===== config.mk =====
export PLATFORM = sky130hd
export DESIGN_NAME = pool2x2_stream
export DESIGN_NICKNAME = d
export VERILOG_FILES = /design/src/rtl/pool2x2_stream.sv
export SDC_FILE = /design/constraint.sdc
export NUM_CORES = 1
export LEC_CHECK = 0
export CORE_MARGIN = 1
export CORE_UTILIZATION = 45
export DETAILED_ROUTE_END_ITERATION = 6
export DONT_BUFFER_PORTS = 1
export GPL_ROUTABILITY_DRIVEN = 0
export GPL_TIMING_DRIVEN = 0
export HOLD_SLACK_MARGIN = 0.12
export SLEW_MARGIN = 20
export SYNTH_ARGS = -nofsm -noshare
export SYNTH_HDL_FRONTEND = slang
export SYNTH_SLANG_ARGS = --single-unit

===== constraint.sdc =====
create_clock -name clk -period 4.2 [get_ports clk]
set_input_delay 0.42 -clock clk [delete_from_list [all_inputs] [get_ports clk]]
set_output_delay 0.42 -clock clk [all_outputs]
set_load 0.1 [all_outputs]

===== src/rtl/pool2x2_stream.sv =====
// Streaming 2x2 / stride-2 max/average pooling over a raster-order feature map,
// buffering one half-row of partial window results. Optional macro: POOL2X2_ARGMAX_EN.
module pool2x2_stream #(
    parameter int DW    = 16,
    parameter int MAP_W = 6,
    parameter int MAP_H = 6,
    localparam int NOUT = MAP_W * MAP_H / 4,
    localparam int AW   = (NOUT > 1) ? $clog2(NOUT) : 1
) (
    input  logic          clk,
    input  logic          rst,
    input  logic          mode,
    input  logic          in_valid,
    output logic          in_ready,
    input  logic [DW-1:0] in_data,
    output logic          out_valid,
    input  logic          out_ready,
    output logic [DW-1:0] out_data,
    output logic [1:0]    out_idx,
    output logic [AW-1:0] out_addr,
    output logic          frame_done
);

    localparam int CW = $clog2(MAP_W);
    localparam int RW = $clog2(MAP_H);
    localparam int PD = MAP_W / 2;
    localparam int PW = (PD > 1) ? $clog2(PD) : 1;
    localparam int VW = DW + 2;

    localparam logic [CW-1:0] COL_LAST  = CW'(MAP_W - 1);
    localparam logic [RW-1:0] ROW_LAST  = RW'(MAP_H - 1);
    localparam logic [AW-1:0] ADDR_LAST = AW'(NOUT - 1);

    typedef enum logic {
        EVEN_ROW = 1'b0,
        ODD_ROW  = 1'b1
    } state_t;

    state_t          state_q, state_d;
    logic [CW-1:0]   col_q, col_d;
    logic [RW-1:0]   row_q, row_d;
    logic            mode_q, mode_d;
    logic [VW-1:0]   tmp_val_q, tmp_val_d;
    logic [VW-1:0]   pbuf_val [PD];
    logic            pbuf_we;

    logic            out_valid_q, out_valid_d;
    logic [DW-1:0]   out_data_q, out_data_d;
    logic [AW-1:0]   out_addr_q, out_addr_d;
    logic            frame_done_q, frame_done_d;

    logic            in_fire;
    logic            out_fire;
    logic            col_last;
    logic            row_last;
    logic            col_odd;
    logic [PW-1:0]   pidx;
    logic [VW-1:0]   smp_ext;
    logic [VW-1:0]   opa_val;
    logic [VW-1:0]   cmb_val;
    logic            a_wins;

    assign in_ready = ~out_valid_q | out_ready;
    assign in_fire  = in_valid & in_ready;
    assign out_fire = out_valid_q & out_ready;
    assign col_last = (col_q == COL_LAST);
    assign row_last = (row_q == ROW_LAST);
    assign col_odd  = col_q[0];
    assign pidx     = PW'(col_q >> 1);
    assign smp_ext  = {{2{in_data[DW-1]}}, in_data};

    // The earlier operand is the half-row entry on an even column of an odd row,
    // otherwise the pending partial in tmp.
    assign opa_val = (state_q == ODD_ROW && !col_odd) ? pbuf_val[pidx] : tmp_val_q;
    assign a_wins  = $signed(opa_val) >= $signed(smp_ext);
    assign cmb_val = mode_q ? (opa_val + smp_ext) : (a_wins ? opa_val : smp_ext);

`ifdef POOL2X2_ARGMAX_EN
    logic [1:0] tmp_idx_q, tmp_idx_d;
    logic [1:0] pbuf_idx [PD];
    logic [1:0] opa_idx;
    logic [1:0] smp_idx;
    logic [1:0] cmb_idx;
    logic [1:0] out_idx_q, out_idx_d;

    assign opa_idx = (state_q == ODD_ROW && !col_odd) ? pbuf_idx[pidx] : tmp_idx_q;
    assign smp_idx = {state_q == ODD_ROW, col_odd};
    assign cmb_idx = mode_q ? 2'd0 : (a_wins ? opa_idx : smp_idx);
    assign out_idx = out_idx_q;
`else
    assign out_idx = 2'd0;
`endif

    assign out_valid  = out_valid_q;
    assign out_data   = out_data_q;
    assign out_addr   = out_addr_q;
    assign frame_done = frame_done_q;

    always_comb begin
        state_d      = state_q;
        col_d        = col_q;
        row_d        = row_q;
        mode_d       = mode_q;
        tmp_val_d    = tmp_val_q;
        pbuf_we      = 1'b0;
        out_valid_d  = out_valid_q & ~out_ready;
        out_data_d   = out_data_q;
        out_addr_d   = out_addr_q;
        frame_done_d = out_fire && (out_addr_q == ADDR_LAST);
`ifdef POOL2X2_ARGMAX_EN
        tmp_idx_d    = tmp_idx_q;
        out_idx_d    = out_idx_q;
`endif

        if (out_fire) begin
            out_addr_d = (out_addr_q == ADDR_LAST) ? '0 : out_addr_q + 1'b1;
        end

        if (in_fire) begin
            if (row_q == '0 && col_q == '0) begin
                mode_d = mode;
            end
            if (col_last) begin
                col_d   = '0;
                row_d   = row_last ? '0 : row_q + 1'b1;
                state_d = (state_q == EVEN_ROW) ? ODD_ROW : EVEN_ROW;
            end else begin
                col_d = col_q + 1'b1;
            end

            case (state_q)
                EVEN_ROW: begin
                    if (col_odd) begin
                        pbuf_we = 1'b1;
                    end else begin
                        tmp_val_d = smp_ext;
`ifdef POOL2X2_ARGMAX_EN
                        tmp_idx_d = 2'd0;
`endif
                    end
                end
                default: begin
                    if (!col_odd) begin
                        tmp_val_d = cmb_val;
`ifdef POOL2X2_ARGMAX_EN
                        tmp_idx_d = cmb_idx;
`endif
                    end else begin
                        out_valid_d = 1'b1;
                        // Bits [DW+1:2] of the sum are the floored divide-by-4 truncated to DW.
                        out_data_d  = mode_q ? cmb_val[DW+1:2] : cmb_val[DW-1:0];
`ifdef POOL2X2_ARGMAX_EN
                        out_idx_d   = cmb_idx;
`endif
                    end
                end
            endcase
        end
    end

    always_ff @(posedge clk) begin
        if (rst) begin
            state_q      <= EVEN_ROW;
            col_q        <= '0;
            row_q        <= '0;
            mode_q       <= 1'b0;
            out_valid_q  <= 1'b0;
            out_data_q   <= '0;
            out_addr_q   <= '0;
            frame_done_q <= 1'b0;
`ifdef POOL2X2_ARGMAX_EN
            out_idx_q    <= 2'd0;
`endif
        end else begin
            state_q      <= state_d;
            col_q        <= col_d;
            row_q        <= row_d;
            mode_q       <= mode_d;
            out_valid_q  <= out_valid_d;
            out_data_q   <= out_data_d;
            out_addr_q   <= out_addr_d;
            frame_done_q <= frame_done_d;
`ifdef POOL2X2_ARGMAX_EN
            out_idx_q    <= out_idx_d;
`endif
        end
    end

    // Partial-result storage carries no reset; stale contents are always overwritten
    // before being read within a frame.
    always_ff @(posedge clk) begin
        tmp_val_q <= tmp_val_d;
`ifdef POOL2X2_ARGMAX_EN
        tmp_idx_q <= tmp_idx_d;
`endif
        if (pbuf_we) begin
            pbuf_val[pidx] <= cmb_val;
`ifdef POOL2X2_ARGMAX_EN
            pbuf_idx[pidx] <= cmb_idx;
`endif
        end
    end

endmodule


==> results.sh, run 1 <==
export IMPL_start_util_pct=45.99
export IMPL_r2r_endpoint="pbuf_val[2][9]"
export IMPL_synth_cells=623
export IMPL_routed_via_density=5.577
export IMPL_last_element_of_the_critical_path="pbuf_val[2][9]"
export IMPL_grt_overflow_total=0
export IMPL_proportion_of_layout_cells_with_a_drive_suffix_above_1_pct=12.89
export IMPL_htreeDepth=3
export IMPL_die_outline_height_um=118.3
export IMPL_postRouteAntennaNets=0
export IMPL_grt_pass1_vias=4232
export IMPL_cts_hold_buffers=0
export IMPL_synth_area_um2=6091
export IMPL_synth_sequential_area_ratio_pct=46.01
export IMPL_pwrdens_nw_per_um2=381.9
export IMPL_r2r_cells=16
export IMPL_die_w_um=118.3
export IMPL_total_stage_count_of_the_critical_path=16
export IMPL_grt_first_pass_wirelength_um=23560
export IMPL_antennaDiodeCount=0
export IMPL_num_vias=4573
export IMPL_critPathLaunchType="flip-flop"
export IMPL_count_of_endpoints_failing_hold_in_the_final_timing_report=0
export IMPL_number_of_synthesized_flops_with_an_enable_pin=72
export IMPL_hpwlAfterDp_um=12060
export IMPL_ir_drop_uv=203.8
export IMPL_maxSlewViolCount=0
export IMPL_slowest_delay_ns=0.45
export IMPL_synth_area_per_cell_um2=9.777
export IMPL_first_pass_iters=5
export IMPL_groute_usage_overall_pct=22.16
export IMPL_cts_root_buffer_cell="sky130_fd_sc_hd__clkbuf_16"
export IMPL_ff_latch_count_synth=104
export IMPL_actual_transition_at_the_worst_max_transition_pin_ns=1.138
export IMPL_design_area_um2=6748
export IMPL_synth_cell_type_count=61
export IMPL_final_period_util_pct=94.68
export IMPL_cts_root_to_sink_buffers=2
export IMPL_clock_skew_final_ns=0.01005
export IMPL_run_status="finished, final reports clean"
export IMPL_core_area_um2=13240
export IMPL_finish_net_count=698
export IMPL_highest_clock_rate_ghz=0.2515
export IMPL_cts_tree="done"
export IMPL_total_power_mw=2.577
export IMPL_place_area_um2=6362
export IMPL_cts_buffers_inserted=9
export IMPL_post_synth_top_area_cell="sky130_fd_sc_hd__edfxtp_1"
export IMPL_ff2ff_setup_slack_ns=0.22
export IMPL_synth_top_cell_area_share_pct=35.50
export IMPL_final_period_minus_worst_setup_slack_ns=3.976
export IMPL_stdcell_count=820
export IMPL_worst_min_delay_path_class="primary input to flip-flop"
export IMPL_finalWirelength_um=15140
export IMPL_worst_path_dominant_cell_family="simple AND/OR/NAND/NOR gates"
export IMPL_worstSetupPathType="flip-flop to flip-flop"
export IMPL_setup_violations=0
export IMPL_critPathRequiredTime_ns=4.26
export IMPL_grt_start_max_net_pins=20
export IMPL_placed_cells_incl_taps=802
export IMPL_layout_stage_area_growth_over_the_synthesis_result_pct=10.78
export IMPL_worst_path_max_delay_cell="sky130_fd_sc_hd__ha_2"
export IMPL_power_leakage_nw=2.453
export IMPL_ioPinCount=46
export IMPL_clk_insertion_delay_late_ns=0.34
export IMPL_maxCapViolations=0
export IMPL_cp_buffers_inverters=4
export IMPL_floorplan_rows=42
export IMPL_relative_slew_slack_pct=24.05
export IMPL_post_drt_wl_per_cell_um=18.46
export IMPL_critPathArrivalTime_ns=4.04
export IMPL_yosys_most_used_dff="sky130_fd_sc_hd__edfxtp_1"
export IMPL_clkSinkCount=104
export IMPL_rsz0062_at_grt="no"
export IMPL_netlist_top_cells_area="sky130_fd_sc_hd__edfxtp_1, sky130_fd_sc_hd__dfxtp_1, sky130_fd_sc_hd__ha_1"
export IMPL_worstPathCellList="buf_2 -> buf_4 -> mux2i_1 -> nor2_1 -> a21oi_1 -> o21ai_1 -> ha_2 -> nand4_2 -> nor2_1 -> a311oi_2 -> and4_1 -> buf_6 -> or2_4 -> buf_8 -> o211ai_2 -> nand2_1"
export IMPL_grt_antenna_before_repair=0
export IMPL_worstSetupEndpointType="flip-flop"
export IMPL_async_reset_ff_share_pct=0
export IMPL_critical_path_peak_fanout=10
export IMPL_drt_initial_drc_count=402
export IMPL_most_used_cell_along_the_critical_path="sky130_fd_sc_hd__nor2_1"
export IMPL_design_die_area_um2=14000
export IMPL_yosys_warnings=0
export IMPL_cts_clk_slew_worst_paths_ns=0.07
export IMPL_number_of_buffers_inserted_by_port_buffering=0
export IMPL_remaining_drc_errors=0
## per-layer routing
metal,global-route usage [%],vias to the layer above,part of all wire (%)
met5,0,-,0
met4,6.250,0,1.5
met3,3.378,15,4.5
met2,36.25,128,47
met1,30.42,2142,47
li1,-,2288,-
## sequential cells by signal, summed over array words and instances, names as in the netlist, named ones only
register,count
mode_q,1
state_q,1
out_data,16
frame_done,1
col_q,3
out_addr,4
pbuf_val,54
out_valid,1
tmp_val_q,18
row_q,3
## cells in the mapped netlist (3+ instances only)
cell type,number
sky130_fd_sc_hd__xor2_1,3
sky130_fd_sc_hd__o21bai_1,5
sky130_fd_sc_hd__a31oi_1,18
sky130_fd_sc_hd__dfxtp_1,32
sky130_fd_sc_hd__a221oi_1,3
sky130_fd_sc_hd__a311oi_1,10
sky130_fd_sc_hd__nand2b_1,13
sky130_fd_sc_hd__o21ai_0,33
sky130_fd_sc_hd__nor2b_1,3
sky130_fd_sc_hd__nand2_1,104
sky130_fd_sc_hd__nor3b_1,3
sky130_fd_sc_hd__nor3_1,6
sky130_fd_sc_hd__o21ai_1,12
sky130_fd_sc_hd__nor2_1,66
sky130_fd_sc_hd__a21oi_1,25
sky130_fd_sc_hd__mux2i_1,21
sky130_fd_sc_hd__a311oi_2,7
sky130_fd_sc_hd__edfxtp_1,72
sky130_fd_sc_hd__ha_1,37
sky130_fd_sc_hd__clkbuf_1,18
sky130_fd_sc_hd__xnor2_1,11
sky130_fd_sc_hd__and4_1,3
sky130_fd_sc_hd__buf_4,3
sky130_fd_sc_hd__buf_2,8
sky130_fd_sc_hd__buf_6,3
sky130_fd_sc_hd__inv_1,32
sky130_fd_sc_hd__or3_1,4
sky130_fd_sc_hd__nand3_1,6
sky130_fd_sc_hd__o211ai_2,15
sky130_fd_sc_hd__nor4_1,4
## area by class of cell
| class | instances | area (um^2) |
|---|---|---|
| fillers | 1187 | 6495 |
| multi-input cells | 453 | 3054 |
| flip-flops and latches | 104 | 2803 |
| clock buffers | 9 | 225.2 |
| well taps | 176 | 220.2 |
| plain buffers | 34 | 195.2 |
| inverters | 33 | 127.6 |
| clock inverters | 7 | 92.59 |
| repair buffers | 4 | 30.03 |
## metrics by stage
step	hold WS [ns]	util (%)	setup TNS, ns	setup slack [ns]
6_report	0.2385	50.95	0	0.2236
5_1_grt	0.2438	50.95	0	0.007598
4_1_cts	0.2310	50.69	0	0.03141
3_5_place_dp	0.4909	48.04	-6.177	-0.3263
3_3_place_gp	0.4657	47.78	-12.12	-0.2978
2_1_floorplan	0.4582	-	0	0.5659
## cells in the final DEF, fill, tap and decap left out, types with 11 or more instances in the layout
master,instances
sky130_fd_sc_hd__mux2i_1,19
sky130_fd_sc_hd__nor2_1,64
sky130_fd_sc_hd__a31oi_1,18
sky130_fd_sc_hd__a21oi_1,25
sky130_fd_sc_hd__ha_1,35
sky130_fd_sc_hd__inv_1,31
sky130_fd_sc_hd__o21ai_0,27
sky130_fd_sc_hd__nand2_1,104
sky130_fd_sc_hd__xnor2_1,11
sky130_fd_sc_hd__dfxtp_1,32
sky130_fd_sc_hd__nand2b_1,12
sky130_fd_sc_hd__o21ai_1,17
sky130_fd_sc_hd__o211ai_2,15
sky130_fd_sc_hd__edfxtp_1,72
sky130_fd_sc_hd__clkbuf_1,13
## what timing repair did
item                       in CTS  in global routing
setup endpoints to repair      78                 75
pin swaps                       0                  2
resized for setup              11                 17
gates cloned                    0                  0
setup buffers                   0                  2
## worst min-delay path by stage
stage              start          end  slack [ns]  cells past startpoint
6_report       out_ready  out_addr[1]        0.24                      2
3_3_place_gp    row_q[2]     row_q[2]        0.47                      2
5_1_grt        out_ready  out_addr[1]        0.24                      2
3_5_place_dp    row_q[2]     row_q[2]        0.49                      2
2_1_floorplan   row_q[2]     row_q[2]        0.46                      2
4_1_cts        out_ready  out_addr[1]        0.23                      2
## power breakdown
part / internal [mW] / switching (mW) / total (mW) / leakage [nW]
clock network: 0.523 / 0.357 / 0.880 / 0.160
registers: 1.16 / 0.0110 / 1.17 / 0.918
logic: 0.184 / 0.341 / 0.525 / 1.37
## kinds of logic after synthesis
group                      after synthesis  share of synthesized area [%]
and+or+nand+nor                        225                          16.64
AOI/OAI and AO/OA                      151                          18.49
DFF                                    104                          46.01
buffers and inverters                   67                          5.033
adders and majority gates               38                          7.929
muxes                                   23                          3.821
xor gates and xnor gates                14                          2.013
other                                    1                        0.06157
Note: power is estimated with default switching activity, not from simulation.
==> run 2, diff against run 1 <==
- CAP_MARGIN: default -> 20
- CORE_MARGIN: 1 -> 3
==> run 2 against run 1 <==
- cell count fell by 0.85%
- critical path depth unchanged
- total power down 3.6%
- die area is 6.9% higher
- sequential power hardly changed
- first-iteration DRC count fell by 15%
- sequential share of layout area increased by 0.26 points
- clock power down 11%
- fmax up 0.61%
- combinational power increased by 0.8%
- critical path type unchanged
- critical endpoint is now pbuf_val[1][9]
- largest cell class unchanged
- largest power group unchanged
- highest routed layer unchanged
==> results.sh, run 2 (synthesis results as in run 1) <==
export IMPL_final_period_minus_worst_setup_slack_ns=3.952
export IMPL_grt_start_max_net_pins=20
export IMPL_most_common_layout_cells="sky130_fd_sc_hd__nand2_1, sky130_fd_sc_hd__edfxtp_1, sky130_fd_sc_hd__nor2_1, sky130_fd_sc_hd__ha_1"
export IMPL_remaining_drc_errors=0
export IMPL_proportion_of_layout_cells_with_a_drive_suffix_above_1_pct=12.48
export IMPL_postRouteAntennaNets=0
export IMPL_layout_stage_area_growth_over_the_synthesis_result_pct=10.11
export IMPL_maxCapViolations=0
export IMPL_most_used_cell_along_the_critical_path="sky130_fd_sc_hd__nand2_1"
export IMPL_cts_buffers_inserted=9
export IMPL_routed_via_density=5.674
export IMPL_power_leakage_nw=2.430
export IMPL_drt_initial_drc_count=341
export IMPL_cts_clk_slew_worst_paths_ns=0.07
export IMPL_total_power_mw=2.484
export IMPL_rsz0062_at_grt="no"
export IMPL_largest_register_ff_count=54
export IMPL_critical_path_peak_fanout=10
export IMPL_clkSinkCount=104
export IMPL_setup_violations=0
export IMPL_worst_min_delay_path_class="primary input to flip-flop"
export IMPL_clk_insertion_delay_late_ns=0.34
export IMPL_post_drt_wl_per_cell_um=18.79
export IMPL_cts_tree="done"
export IMPL_htreeDepth=3
export IMPL_first_pass_iters=5
export IMPL_cts_root_to_sink_buffers=2
export IMPL_start_util_pct=47.12
export IMPL_clock_skew_final_ns=0.008314
export IMPL_actual_transition_at_the_worst_max_transition_pin_ns=1.128
export IMPL_finish_net_count=695
export IMPL_floorplan_rows=41
export IMPL_pwrdens_nw_per_um2=370.4
export IMPL_grt_pass1_vias=4406
export IMPL_num_vias=4613
export IMPL_antennaDiodeCount=0
export IMPL_count_of_endpoints_failing_hold_in_the_final_timing_report=0
export IMPL_worst_path_max_delay_cell="sky130_fd_sc_hd__clkbuf_2"
export IMPL_critPathRequiredTime_ns=4.25
export IMPL_highest_clock_rate_ghz=0.2530
export IMPL_final_common_cell="sky130_fd_sc_hd__nand2_1"
export IMPL_finalWirelength_um=15280
export IMPL_cts_hold_buffers=0
export IMPL_grt_overflow_total=0
export IMPL_core_area_um2=12930
export IMPL_final_period_util_pct=94.10
export IMPL_critPathLaunchType="flip-flop"
export IMPL_grt_first_pass_wirelength_um=24030
export IMPL_die_w_um=122.3
export IMPL_critPathArrivalTime_ns=4.00
export IMPL_ioPinCount=46
export IMPL_grt_antenna_before_repair=0
export IMPL_hpwlAfterDp_um=12260
export IMPL_finalCoreUtilization_pct=51.88
export IMPL_worstSetupPathType="flip-flop to flip-flop"
export IMPL_ff2ff_setup_slack_ns=0.25
export IMPL_cts_root_buffer_cell="sky130_fd_sc_hd__clkbuf_16"
export IMPL_worstPathCellList="clkbuf_1 -> clkbuf_2 -> o21ai_0 -> nand2_1 -> nand2_1 -> ha_1 -> buf_2 -> and4_1 -> and4bb_1 -> a2bb2oi_1 -> and4_1 -> buf_6 -> or2_4 -> buf_8 -> o211ai_2 -> nand2_1"
export IMPL_maxSlewViolCount=0
export IMPL_groute_usage_overall_pct=20.92
export IMPL_design_die_area_um2=14970
export IMPL_slowest_delay_ns=0.33
export IMPL_ir_drop_uv=195.0
export IMPL_run_status="finished, final reports clean"
export IMPL_die_outline_height_um=122.3
export IMPL_worstSetupEndpointType="flip-flop"
export IMPL_number_of_buffers_inserted_by_port_buffering=0
export IMPL_relative_slew_slack_pct=24.69
export IMPL_top_register="pbuf_val"
## run 2: changes by cell type in the layout (fill, tap and decap cells not counted), moves of 2 or more
cell / before / now
sky130_fd_sc_hd__o21ai_1: 17 / 14
sky130_fd_sc_hd__buf_4: 8 / 5
sky130_fd_sc_hd__bufinv_16: 2 / 0
sky130_fd_sc_hd__o21ai_0: 27 / 30
## run 2: metrics by stage
step	cells	cell area (um^2)	setup slack, ns	hold WS (ns)	TNS [ns]
final	813	6706	0.2476	0.2421	0
after global routing	813	6706	0.01316	0.2481	0
after CTS	814	6661	0.04198	0.2394	0
after detailed placement	798	6357	-0.3021	0.4877	-7.660
after global placement	796	6322	-0.2985	0.4665	-11.23
after floorplan	624	6107	0.5659	0.4582	0
## run 2: critical path: cells and delay by family, from the launching register on
family                     cells  cell delay, ns
adders and majority gates      1            0.32
buffers and inverters          5            1.11
AOI/OAI and AO/OA              3            0.52
and+or+nand+nor                7            1.39
DFF                            1            0.31
## run 2: report_power, final
group	internal (mW)	switching (mW)
registers	1.16	0.0112
logic	0.184	0.345
clock network	0.439	0.344
total	1.78	0.700
## run 2: what timing repair did
action	in CTS	in global routing
setup buffers	0	0
resized for setup	10	19
endpoints found under the setup margin	98	76
pin swaps	0	1
gates cloned	0	0
## run 2: worst paths after layout
kind / startpoint / to / cells past startpoint
max: flip-flop / pbuf_val[1][9] / 16
min: mode / mode_q / 2
max reg2reg: flip-flop / pbuf_val[1][9] / 16
min reg2reg: row_q[2] / row_q[2] / 2
## run 2: final cells by class
cell class                 count  area (um^2)
buffer                        33        195.2
clock buffer                  12        257.7
clock inverter                 4        27.53
fill                        1196         6221
inverter                      33        123.9
multi-input combinational    453         3069
sequential                   104         2803
tap                          172        215.2
timing repair buffer           2        15.01
## run 2: routing by layer
layer	routed length, um	track usage (%)	vias to the layer above
met2	7192	33.97	118
met4	232	5.388	0
met3	693	3.871	15
met5	0	0	-
li1	-	-	2271
met1	7158	28.96	2209
==> run 3, diff against run 2 <==
- CTS_BUF_LIST: default -> sky130_fd_sc_hd__clkbuf_4 sky130_fd_sc_hd__clkbuf_8
- CTS_CLUSTER_SIZE: default -> 16
==> run 3 against run 2 <==
- combinational power hardly changed
- core utilization shrank 0.69 points
- routed wire length decreased by 0.70%
- clock power down 22%
- critical path type unchanged
- critical endpoint is now pbuf_val[0][9]
- largest power group unchanged
==> results.sh, run 3 (synthesis results as in run 1) <==
export IMPL_timing_hold_worst_start="mode"
export IMPL_relative_slew_slack_pct=23.60
export IMPL_cts_buffers_inserted=9
export IMPL_r2r_endpoint="pbuf_val[0][9]"
export IMPL_holdPathStages=2
export IMPL_crit_start="state_q"
export IMPL_top_register="pbuf_val"
export IMPL_slowest_delay_ns=0.50
export IMPL_core_area_um2=12930
export IMPL_clock_skew_final_ns=0.01683
export IMPL_worstSetupEndpointType="flip-flop"
export IMPL_regToRegStartpoint="state_q"
export IMPL_cts_hold_buffers=0
export IMPL_cts_root_buffer_cell="sky130_fd_sc_hd__clkbuf_8"
export IMPL_pwrdens_nw_per_um2=349.2
export IMPL_antennaDiodeCount=0
export IMPL_die_w_um=122.3
export IMPL_finalCoreUtilization_pct=51.19
export IMPL_hold_slack_ns=0.2125
export IMPL_grt_antenna_before_repair=0
export IMPL_final_period_minus_worst_setup_slack_ns=3.941
export IMPL_critical_path_peak_fanout=10
export IMPL_cts_tree="done"
export IMPL_grt_pass1_vias=4392
export IMPL_ioPinCount=46
export IMPL_cts_clk_slew_worst_paths_ns=0.10
export IMPL_actual_transition_at_the_worst_max_transition_pin_ns=1.144
export IMPL_critPathArrivalTime_ns=4.02
export IMPL_drt_initial_drc_count=329
export IMPL_groute_usage_overall_pct=20.86
export IMPL_most_common_layout_cells="sky130_fd_sc_hd__nand2_1, sky130_fd_sc_hd__edfxtp_1, sky130_fd_sc_hd__nor2_1, sky130_fd_sc_hd__ha_1"
export IMPL_count_of_endpoints_failing_hold_in_the_final_timing_report=0
export IMPL_design_die_area_um2=14970
export IMPL_layout_stage_area_growth_over_the_synthesis_result_pct=8.648
export IMPL_num_vias=4547
export IMPL_grt_start_max_net_pins=20
export IMPL_hold_path_end="mode_q"
export IMPL_run_status="finished, final reports clean"
export IMPL_largest_register_ff_count=54
export IMPL_worst_path_dominant_cell_family="compound AO/OA/AOI/OAI gates"
export IMPL_proportion_of_layout_cells_with_a_drive_suffix_above_1_pct=12.79
export IMPL_hpwlAfterDp_um=12260
export IMPL_critPathRequiredTime_ns=4.28
export IMPL_start_util_pct=47.12
export IMPL_cts_root_to_sink_buffers=2
export IMPL_maxSlewViolCount=0
export IMPL_final_common_cell="sky130_fd_sc_hd__nand2_1"
export IMPL_worstSetupPathType="flip-flop to flip-flop"
export IMPL_grt_overflow_total=0
export IMPL_worst_min_delay_path_class="primary input to flip-flop"
export IMPL_worstPathCellList="clkbuf_4 -> nand2b_1 -> buf_2 -> o21ai_0 -> ha_2 -> a21boi_0 -> a311oi_2 -> a31oi_4 -> or2_4 -> buf_8 -> o211ai_2 -> nand2_1"
export IMPL_post_drt_wl_per_cell_um=18.66
export IMPL_routed_via_density=5.593
export IMPL_power_leakage_nw=2.392
export IMPL_postCtsSetupBuffers=0
export IMPL_worst_path_max_delay_cell="sky130_fd_sc_hd__o21ai_0"
export IMPL_die_outline_height_um=122.3
export IMPL_remaining_drc_errors=0
export IMPL_final_period_util_pct=93.83
export IMPL_finish_net_count=695
export IMPL_cp_buffers_inverters=3
export IMPL_setup_violations=0
export IMPL_finalWirelength_um=15170
export IMPL_floorplan_rows=41
export IMPL_grt_first_pass_wirelength_um=23960
export IMPL_ir_drop_uv=119.6
export IMPL_ff2ff_setup_slack_ns=0.26
export IMPL_rsz0062_at_grt="no"
export IMPL_maxCapViolations=0
export IMPL_first_pass_iters=5
export IMPL_clk_insertion_delay_late_ns=0.36
export IMPL_htreeDepth=3
export IMPL_critPathLaunchType="flip-flop"
export IMPL_number_of_buffers_inserted_by_port_buffering=0
export IMPL_postRouteAntennaNets=0
export IMPL_highest_clock_rate_ghz=0.2537
export IMPL_clkSinkCount=104
export IMPL_r2r_cells=12
[run 3: worst max-delay path by stage]
stage	end	slack (ns)	cells past startpoint
2_1_floorplan	pbuf_val[1][0]	0.57	3
3_3_place_gp	pbuf_val[1][2]	-0.30	3
3_5_place_dp	pbuf_val[1][16]	-0.30	15
4_1_cts	pbuf_val[1][16]	0.03	14
5_1_grt	pbuf_val[0][9]	0.01	16
6_report	pbuf_val[0][9]	0.26	12
[run 3: layer usage]
metal | track usage (%) | routed length [um]
met4 | 5.738 | 261
met5 | 0 | 0
met1 | 28.99 | 7104
met3 | 3.733 | 693
met2 | 33.67 | 7110
[run 3: area by class of cell]
type | instances | area [um^2]
sequential | 104 | 2803
multi-input combinational | 453 | 3069
timing repair buffer | 2 | 15.01
clock inverter | 5 | 57.56
tap | 172 | 215.2
clock buffer | 11 | 138.9
buffer | 33 | 195.2
fill | 1200 | 6310
inverter | 33 | 123.9
[run 3: stage by stage]
stage	TNS, ns	setup slack, ns	cells	cell area (um^2)	power, mW
floorplan	0	0.5659	624	6107	1.574
global placement	-11.23	-0.2985	796	6322	1.688
detailed placement	-7.660	-0.3021	798	6357	1.703
CTS	0	0.02902	814	6573	2.310
global route	0	0.01024	813	6618	2.416
finish	0	0.2590	813	6618	2.311
[run 3: power breakdown]
group	internal, mW	switching, mW
Clock	0.290	0.322
Combinational	0.184	0.344
Sequential	1.16	0.0108
[run 3: what timing repair did]
| item | 4_1_cts | 5_1_grt |
|---|---|---|
| endpoints found under the setup margin | 102 | 77 |
| gates resized for setup | 10 | 19 |
| pin swaps | 0 | 1 |
